$ cat config.mk
export PLATFORM = sky130hd
export DESIGN_NAME = friscv_cache_blocks_ctrl
export DESIGN_NICKNAME = d
export VERILOG_FILES = /design/src/rtl/friscv_cache_blocks_ctrl.sv
export SDC_FILE = /design/constraint.sdc
export NUM_CORES = 1
export LEC_CHECK = 0
export BUFFER_PORTS_ARGS = -buffer_cell sky130_fd_sc_hd__buf_2
export CORE_AREA = 2 2 70 72
export CTS_BUF_LIST = sky130_fd_sc_hd__clkbuf_2
export DETAILED_ROUTE_END_ITERATION = 7
export DIE_AREA = 0 0 72 74
export PLACE_DENSITY = 0.73
export SYNTH_ARGS = -nofsm -noshare
export SYNTH_HDL_FRONTEND = slang
export SYNTH_SLANG_ARGS = --single-unit
$ cat constraint.sdc
create_clock -name aclk -period 3.6 [get_ports aclk]
set_input_delay 0.18 -clock aclk [delete_from_list [all_inputs] [get_ports aclk]]
set_output_delay 0.18 -clock aclk [all_outputs]
set_load 0.05 [all_outputs]
$ cat src/rtl/friscv_cache_blocks_ctrl.sv
// Cache block storage sequencer: read/write arbitration and flush walk.
// Optional: CACHE_CTRL_INIT_FLUSH_EN flushes all lines on reset release.
module friscv_cache_blocks_ctrl #(
  parameter int ADDR_W        = 32,
  parameter int ILEN          = 32,
  parameter int CACHE_BLOCK_W = 128,
  parameter int CACHE_DEPTH   = 512
) (
  input  logic                       aclk,
  input  logic                       aresetn,
  input  logic                       srst,
  input  logic                       flush_req,
  output logic                       flush_busy,
  output logic                       flush_done,
  input  logic                       rd1_valid,
  output logic                       rd1_ready,
  input  logic [ADDR_W-1:0]          rd1_addr,
  input  logic                       rd2_valid,
  output logic                       rd2_ready,
  input  logic [ADDR_W-1:0]          rd2_addr,
  input  logic                       wr1_valid,
  output logic                       wr1_ready,
  input  logic [ADDR_W-1:0]          wr1_addr,
  input  logic [CACHE_BLOCK_W/8-1:0] wr1_wstrb,
  input  logic                       wr2_valid,
  output logic                       wr2_ready,
  output logic                       blk_p1_ren,
  output logic                       blk_p2_ren,
  output logic                       blk_p1_wen,
  output logic                       blk_p2_wen,
  output logic [ADDR_W-1:0]          blk_p1_waddr,
  output logic [CACHE_BLOCK_W/8-1:0] blk_p1_wstrb,
  output logic                       blk_flush
);

  localparam int INDEX_W  = $clog2(CACHE_DEPTH);
  localparam int INDEX_IX = 2 + $clog2(CACHE_BLOCK_W/ILEN);
  localparam logic [INDEX_W-1:0] LAST_IX = INDEX_W'(CACHE_DEPTH-1);

  typedef enum logic [1:0] {
    IDLE,
    FLUSH,
    DONE
  } state_t;

`ifdef CACHE_CTRL_INIT_FLUSH_EN
  localparam state_t RST_STATE = FLUSH;
`else
  localparam state_t RST_STATE = IDLE;
`endif

  state_t               state_q, state_d;
  logic [INDEX_W-1:0]   cnt_q, cnt_d;
  logic                 rd_ptr_q, rd_ptr_d;
  logic                 wr_ptr_q, wr_ptr_d;

  logic                 active;
  logic                 idle;
  logic                 flushing;
  logic [INDEX_W-1:0]   rd1_idx, rd2_idx, wr1_idx;
  logic                 rd1_ok, rd2_ok;
  logic                 rd1_gnt, rd2_gnt;
  logic                 wr1_gnt, wr2_gnt;
  logic                 unused_addr;

  assign active   = aresetn & ~srst;
  assign idle     = active & (state_q == IDLE);
  assign flushing = active & (state_q == FLUSH);

  assign rd1_idx = rd1_addr[INDEX_IX +: INDEX_W];
  assign rd2_idx = rd2_addr[INDEX_IX +: INDEX_W];
  assign wr1_idx = wr1_addr[INDEX_IX +: INDEX_W];

  assign unused_addr = ^{rd1_addr, rd2_addr};

  // Round-robin grants; a read colliding with the granted write index waits
  always_comb begin
    wr1_gnt = idle & wr1_valid & (~wr2_valid | ~wr_ptr_q);
    wr2_gnt = idle & wr2_valid & (~wr1_valid |  wr_ptr_q);
    rd1_ok  = rd1_valid & ~(wr1_gnt & (rd1_idx == wr1_idx));
    rd2_ok  = rd2_valid & ~(wr1_gnt & (rd2_idx == wr1_idx));
    rd1_gnt = idle & rd1_ok & (~rd2_ok | ~rd_ptr_q);
    rd2_gnt = idle & rd2_ok & (~rd1_ok |  rd_ptr_q);
  end

  // Storage enables and flush qualifiers
  always_comb begin
    rd1_ready    = rd1_gnt;
    rd2_ready    = rd2_gnt;
    wr1_ready    = wr1_gnt;
    wr2_ready    = wr2_gnt;
    blk_p1_ren   = rd1_gnt;
    blk_p2_ren   = rd2_gnt;
    blk_p1_wen   = wr1_gnt | flushing;
    blk_p2_wen   = wr2_gnt;
    blk_flush    = flushing;
    flush_busy   = flushing;
    flush_done   = active & (state_q == DONE);
    blk_p1_waddr = flushing ? (ADDR_W'(cnt_q) << INDEX_IX) : wr1_addr;
    blk_p1_wstrb = (active & ~flushing) ? wr1_wstrb : '0;
  end

  // Next-state: flush walk and round-robin pointer updates
  always_comb begin
    state_d  = state_q;
    cnt_d    = cnt_q;
    rd_ptr_d = rd_ptr_q;
    wr_ptr_d = wr_ptr_q;
    unique case (state_q)
      IDLE: begin
        if (flush_req) state_d = FLUSH;
      end
      FLUSH: begin
        cnt_d = cnt_q + INDEX_W'(1);
        if (cnt_q == LAST_IX) state_d = DONE;
      end
      DONE: begin
        cnt_d   = '0;
        state_d = IDLE;
      end
      default: begin
        cnt_d   = '0;
        state_d = IDLE;
      end
    endcase
    if (rd1_gnt) rd_ptr_d = 1'b1;
    if (rd2_gnt) rd_ptr_d = 1'b0;
    if (wr1_gnt) wr_ptr_d = 1'b1;
    if (wr2_gnt) wr_ptr_d = 1'b0;
  end

  // State registers with async and sync reset
  always_ff @(posedge aclk or negedge aresetn) begin
    if (!aresetn) begin
      state_q  <= RST_STATE;
      cnt_q    <= '0;
      rd_ptr_q <= 1'b0;
      wr_ptr_q <= 1'b0;
    end else if (srst) begin
      state_q  <= RST_STATE;
      cnt_q    <= '0;
      rd_ptr_q <= 1'b0;
      wr_ptr_q <= 1'b0;
    end else begin
      state_q  <= state_d;
      cnt_q    <= cnt_d;
      rd_ptr_q <= rd_ptr_d;
      wr_ptr_q <= wr_ptr_d;
    end
  end

endmodule

==> results.rst <==
.. list-table::
   :header-rows: 1

   * - Metric
     - Value
   * - Status
     - completed
   * - Hold violation total from the final report
     - 0
   * - Cell internal power dissipation
     - 0.000267 W
   * - Std-Cell Core Area
     - between 4000 and 5000 sq um
   * - Width of the die
     - 72 um
   * - Worst Path Class, Setup
     - primary input to primary output
   * - Power Total
     - between 0.0005 and 0.0006 W
   * - Transition time at the pin with the least slew margin
     - 0.788 ns
   * - Slowest stage cell on the critical path
     - sky130_fd_sc_hd__dlygate4sd3_1
   * - Length of routed met3 wiring
     - 306 um
   * - Area enclosed by the die boundary
     - 5330 sq um
   * - TritonCTS clock tree
     - done
   * - Setup repair bufs after CTS
     - 0
   * - Worst Skew
     - 0.00300 ns
   * - Number of global-route vias before repair
     - about 1200
   * - Peak clock frequency supported by timing
     - between 0.3 and 0.4 GHz
   * - Total via count in the routed design
     - 1495
   * - Total global routing track utilization
     - 12.1%
   * - Headroom to the max-slew limit
     - 47.5%
   * - Area added between synthesis and finish
     - 53.3%
   * - Pre-CTS setup slack
     - 1.36 ns
   * - Routed length on met2
     - 1.96 mm
   * - Avg Synthesized Cell Area
     - ~8.5 sq um
   * - Num CTS Buffers
     - 3
   * - Post-route fraction of the period consumed by the critical path
     - around three quarters
   * - Kind of capture point of the worst setup path
     - primary output
   * - CTS max path bufs
     - 2
   * - Starting Density
     - ~29%
   * - Latest clock arrival within the worst-skew pair
     - 0.27 ns
   * - Leakage power figure
     - approximately 1.2 nW
   * - Io pins
     - 179
   * - Maximum net fanout on the critical path
     - 17
   * - Uppermost layer routed
     - met4
   * - Share of final-layout standard cells stronger than drive strength 1
     - 54.4%
   * - Sum of net half-perimeters after detailed placement
     - ~3.2 mm
   * - Global placer's final weighted congestion
     - 0.718
   * - Number of antenna cells inserted
     - 0
   * - Flops & latches, synth
     - 13
   * - Kind of start point of the critical path
     - primary input
   * - Netlist Area Pre-Place
     - roughly 1300 sq um
   * - Setup WS post-layout
     - 0.967 ns
   * - Root cell of the clock tree
     - sky130_fd_sc_hd__clkbuf_2
   * - Syn. warnings
     - 0
   * - Sequence of cells on the critical path
     - dlygate4sd3_1, buf_2, nor4b_4, and3_1, nand4_1, a31oi_1, buf_2
   * - Number of cells produced by synthesis
     - 156
   * - Number of antenna violations at the first check in global routing
     - 0
   * - Antenna-violating nets left
     - 0
   * - Hold Crit Class
     - primary input to register
   * - Post-layout minimum cycle time
     - 2.63 ns
   * - Post-layout instance area
     - 2020 sq um
   * - Switching power
     - 0.000235 W
   * - Max-slew violation total from the final report
     - 0
   * - Clk pin slew, worst setup/hold paths
     - 0.13 ns
   * - Most repeated library cell on the critical path
     - sky130_fd_sc_hd__buf_2
   * - Remaining routing DRC violations
     - 0
   * - Largest vdd supply drop
     - 0.0000731 V
   * - Hold-fix buffers, CTS
     - 1
   * - Share of the yosys chip area belonging to registers
     - 24.6%
   * - Area after DPL
     - 1990 sq um
   * - Required time at the worst-slack endpoint
     - 3.42 ns
   * - Power per cell area
     - roughly 250 nW/um^2
   * - CTS-repair resized insts
     - 0
   * - DR pass1 iterations
     - 2
   * - Endpoint arrival time on the critical path
     - 2.45 ns
   * - Fill cell instance count of the final layout
     - 446
   * - Routed length on met1
     - between 1 and 1.5 mm
   * - Reg power frac
     - 31.1%
   * - Net count reported at finish
     - 406
   * - Via-to-Cell Ratio
     - 4.44
   * - Fraction of power consumed by the clock network
     - 15.7%
   * - Final wirelength
     - 3.70 mm
   * - Total number of H-tree levels
     - 1
   * - Setup-failing EPs final
     - 0
   * - Number of placement rows
     - 25
   * - Routed wire per std cell
     - about 11 um
   * - Die height
     - 74 um
   * - Congestion Overflow GR
     - 0
   * - CTS sink count
     - 13
   * - Number of violations reported at the end of detailed-routing iteration 0
     - 13
   * - Portion of total power attributed to combinational logic
     - a little over half
   * - Largest stage delay, worst path
     - 0.54 ns
   * - Distinct cell type count after synthesis
     - 31
   * - Global-route wire length before repair
     - around 5.1 mm
   * - Number of max-cap violations
     - 0
   * - Pin count of the biggest net entering global routing
     - 22
   * - Number of buffers added on ports
     - 132
   * - RSZ-0062 raised after global routing
     - false
   * - Net switching share of the total power
     - 46.9%
   * - Setup Total Neg Slack
     - 0 ns
   * - Number of nets produced by synthesis
     - 278
==> state kept, by name (all words and copies together) (netlist names) <==
signal,cells
cnt_q,9
rd_ptr_q,1
state_q,2
wr_ptr_q,1
==> final cells by class <==
type / count / area [sq um] / area share (%)
multi-input combinational: 128 / 913 / 45.1
timing repair buffer: 135 / 686 / 33.9
sequential: 13 / 325 / 16.1
tap: 54 / 67.6 / 3.34
clock buffer: 4 / 20.0 / 0.989
inverter: 3 / 11.3 / 0.557
==> power by group through the flow <==
stage	Combinational, W	Clock [W]	Sequential [W]
floorplan	0.000189	0	0.000156
global placement	0.000266	0	0.000159
detailed placement	0.000269	0	0.000159
CTS	0.000270	0.0000814	0.000156
global route	0.000285	0.0000882	0.000157
finish	0.000267	0.0000789	0.000156
==> cells in the final DEF, fill, tap and decap left out <==
master / synthesis / layout
sky130_fd_sc_hd__buf_2: 2 / 132
sky130_fd_sc_hd__nor2b_1: 24 / 24
sky130_fd_sc_hd__xor2_1: 24 / 24
sky130_fd_sc_hd__and2_1: 16 / 16
sky130_fd_sc_hd__nor2_1: 15 / 15
sky130_fd_sc_hd__dfrtp_1: 13 / 13
sky130_fd_sc_hd__mux2_2: 9 / 9
sky130_fd_sc_hd__nand2_1: 6 / 6
sky130_fd_sc_hd__and3_1: 5 / 5
sky130_fd_sc_hd__nand4_1: 4 / 4
sky130_fd_sc_hd__clkbuf_2: 0 / 4
sky130_fd_sc_hd__nor3_1: 3 / 3
sky130_fd_sc_hd__inv_1: 3 / 3
sky130_fd_sc_hd__mux2i_1: 3 / 3
sky130_fd_sc_hd__nor4_1: 2 / 2
sky130_fd_sc_hd__nand3_1: 2 / 2
sky130_fd_sc_hd__or2_2: 2 / 2
sky130_fd_sc_hd__ha_1: 2 / 2
sky130_fd_sc_hd__buf_4: 4 / 2
sky130_fd_sc_hd__nor3b_1: 1 / 1
sky130_fd_sc_hd__nor4b_4: 1 / 1
sky130_fd_sc_hd__a41oi_2: 1 / 1
sky130_fd_sc_hd__a21oi_1: 1 / 1
sky130_fd_sc_hd__nand2b_1: 1 / 1
sky130_fd_sc_hd__and3_2: 1 / 1
sky130_fd_sc_hd__a31oi_1: 1 / 1
sky130_fd_sc_hd__and4bb_2: 1 / 1
sky130_fd_sc_hd__xnor2_1: 1 / 1
sky130_fd_sc_hd__a31o_1: 1 / 1
sky130_fd_sc_hd__a21oi_2: 1 / 1
sky130_fd_sc_hd__dlygate4sd3_1: 0 / 1
==> kinds of logic after synthesis <==
logic type / synth area share [%]
and+or+nand+nor: 37.3
xor gates and xnor gates: 16.6
buffers and inverters: 6.16
DFF: 24.6
muxes: 9.95
AOI/OAI and AO/OA: 3.41
adders and majority gates: 1.90
==> per-layer routing <==
metal  GRT usage, %  up-vias
li1               -      759
met2           23.5       67
met3           2.57        2
met4           3.98        0
met1           13.2      667
met5              0        -
==> worst max-delay path: cells and delay by family <==
kind / cells / cell delay (ns)
buffers and inverters: 3 / 1.16
AND/OR/NAND/NOR: 3 / 0.85
AO/OA/AOI/OAI: 1 / 0.26
==> path summary, 6_finish.rpt <==
check / from / to / slack [ns] / depth (start not counted)
min in group asynchronous: aresetn / cnt_q[1]$_DFFE_PN0P_ / 0.34 / 2
worst min register to register: rd_ptr_q$_DFFE_PN0P_ / rd_ptr_q$_DFFE_PN0P_ / 0.57 / 2
worst max-delay path: aresetn / rd2_ready / 0.97 / 7
worst min-delay path: flush_req / state_q[0]$_DFFE_PN0P_ / 0.15 / 3
max in group asynchronous: aresetn / rd_ptr_q$_DFFE_PN0P_ / 3.01 / 2
worst max register to register: state_q[0]$_DFFE_PN0P_ / rd_ptr_q$_DFFE_PN0P_ / 1.69 / 5
==> synth_stat cells <==
master                     instances  area share, %
sky130_fd_sc_hd__nor2b_1          24             11
sky130_fd_sc_hd__xor2_1           24             16
sky130_fd_sc_hd__and2_1           16            7.6
sky130_fd_sc_hd__nor2_1           15            4.3
sky130_fd_sc_hd__dfrtp_1          13             25
sky130_fd_sc_hd__mux2_2            9            7.7
sky130_fd_sc_hd__nand2_1           6            1.7
sky130_fd_sc_hd__and3_1            5            2.4
sky130_fd_sc_hd__clkbuf_1          5            1.4
sky130_fd_sc_hd__buf_4             4            2.3
sky130_fd_sc_hd__nand4_1           4            1.9
sky130_fd_sc_hd__inv_1             3           0.85
sky130_fd_sc_hd__mux2i_1           3            2.3
sky130_fd_sc_hd__nor3_1            3            1.1
sky130_fd_sc_hd__buf_2             2           0.76
sky130_fd_sc_hd__ha_1              2            1.9
sky130_fd_sc_hd__nand3_1           2           0.76
sky130_fd_sc_hd__nor4_1            2           0.95
sky130_fd_sc_hd__or2_2             2           0.95
sky130_fd_sc_hd__a21oi_1           1           0.38
sky130_fd_sc_hd__a21oi_2           1           0.66
sky130_fd_sc_hd__a31o_1            1           0.66
sky130_fd_sc_hd__a31oi_1           1           0.47
sky130_fd_sc_hd__a41oi_2           1            1.2
sky130_fd_sc_hd__and3_2            1           0.57
sky130_fd_sc_hd__and4bb_2          1           0.95
sky130_fd_sc_hd__buf_6             1           0.85
sky130_fd_sc_hd__nand2b_1          1           0.47
sky130_fd_sc_hd__nor3b_1           1           0.57
sky130_fd_sc_hd__nor4b_4           1            1.8
sky130_fd_sc_hd__xnor2_1           1           0.66
==> per-stage QoR <==
stage / instances / utilization [%] / hold WS, ns
floorplan: 156 / - / -0.116
global placement: 332 / 43.3 / 0.0991
detailed placement: 332 / 43.3 / 0.103
CTS: 337 / 44.0 / 0.146
global route: 337 / 44.0 / 0.168
finish: 337 / 44.0 / 0.148
(Power assumes the default switching activity.)
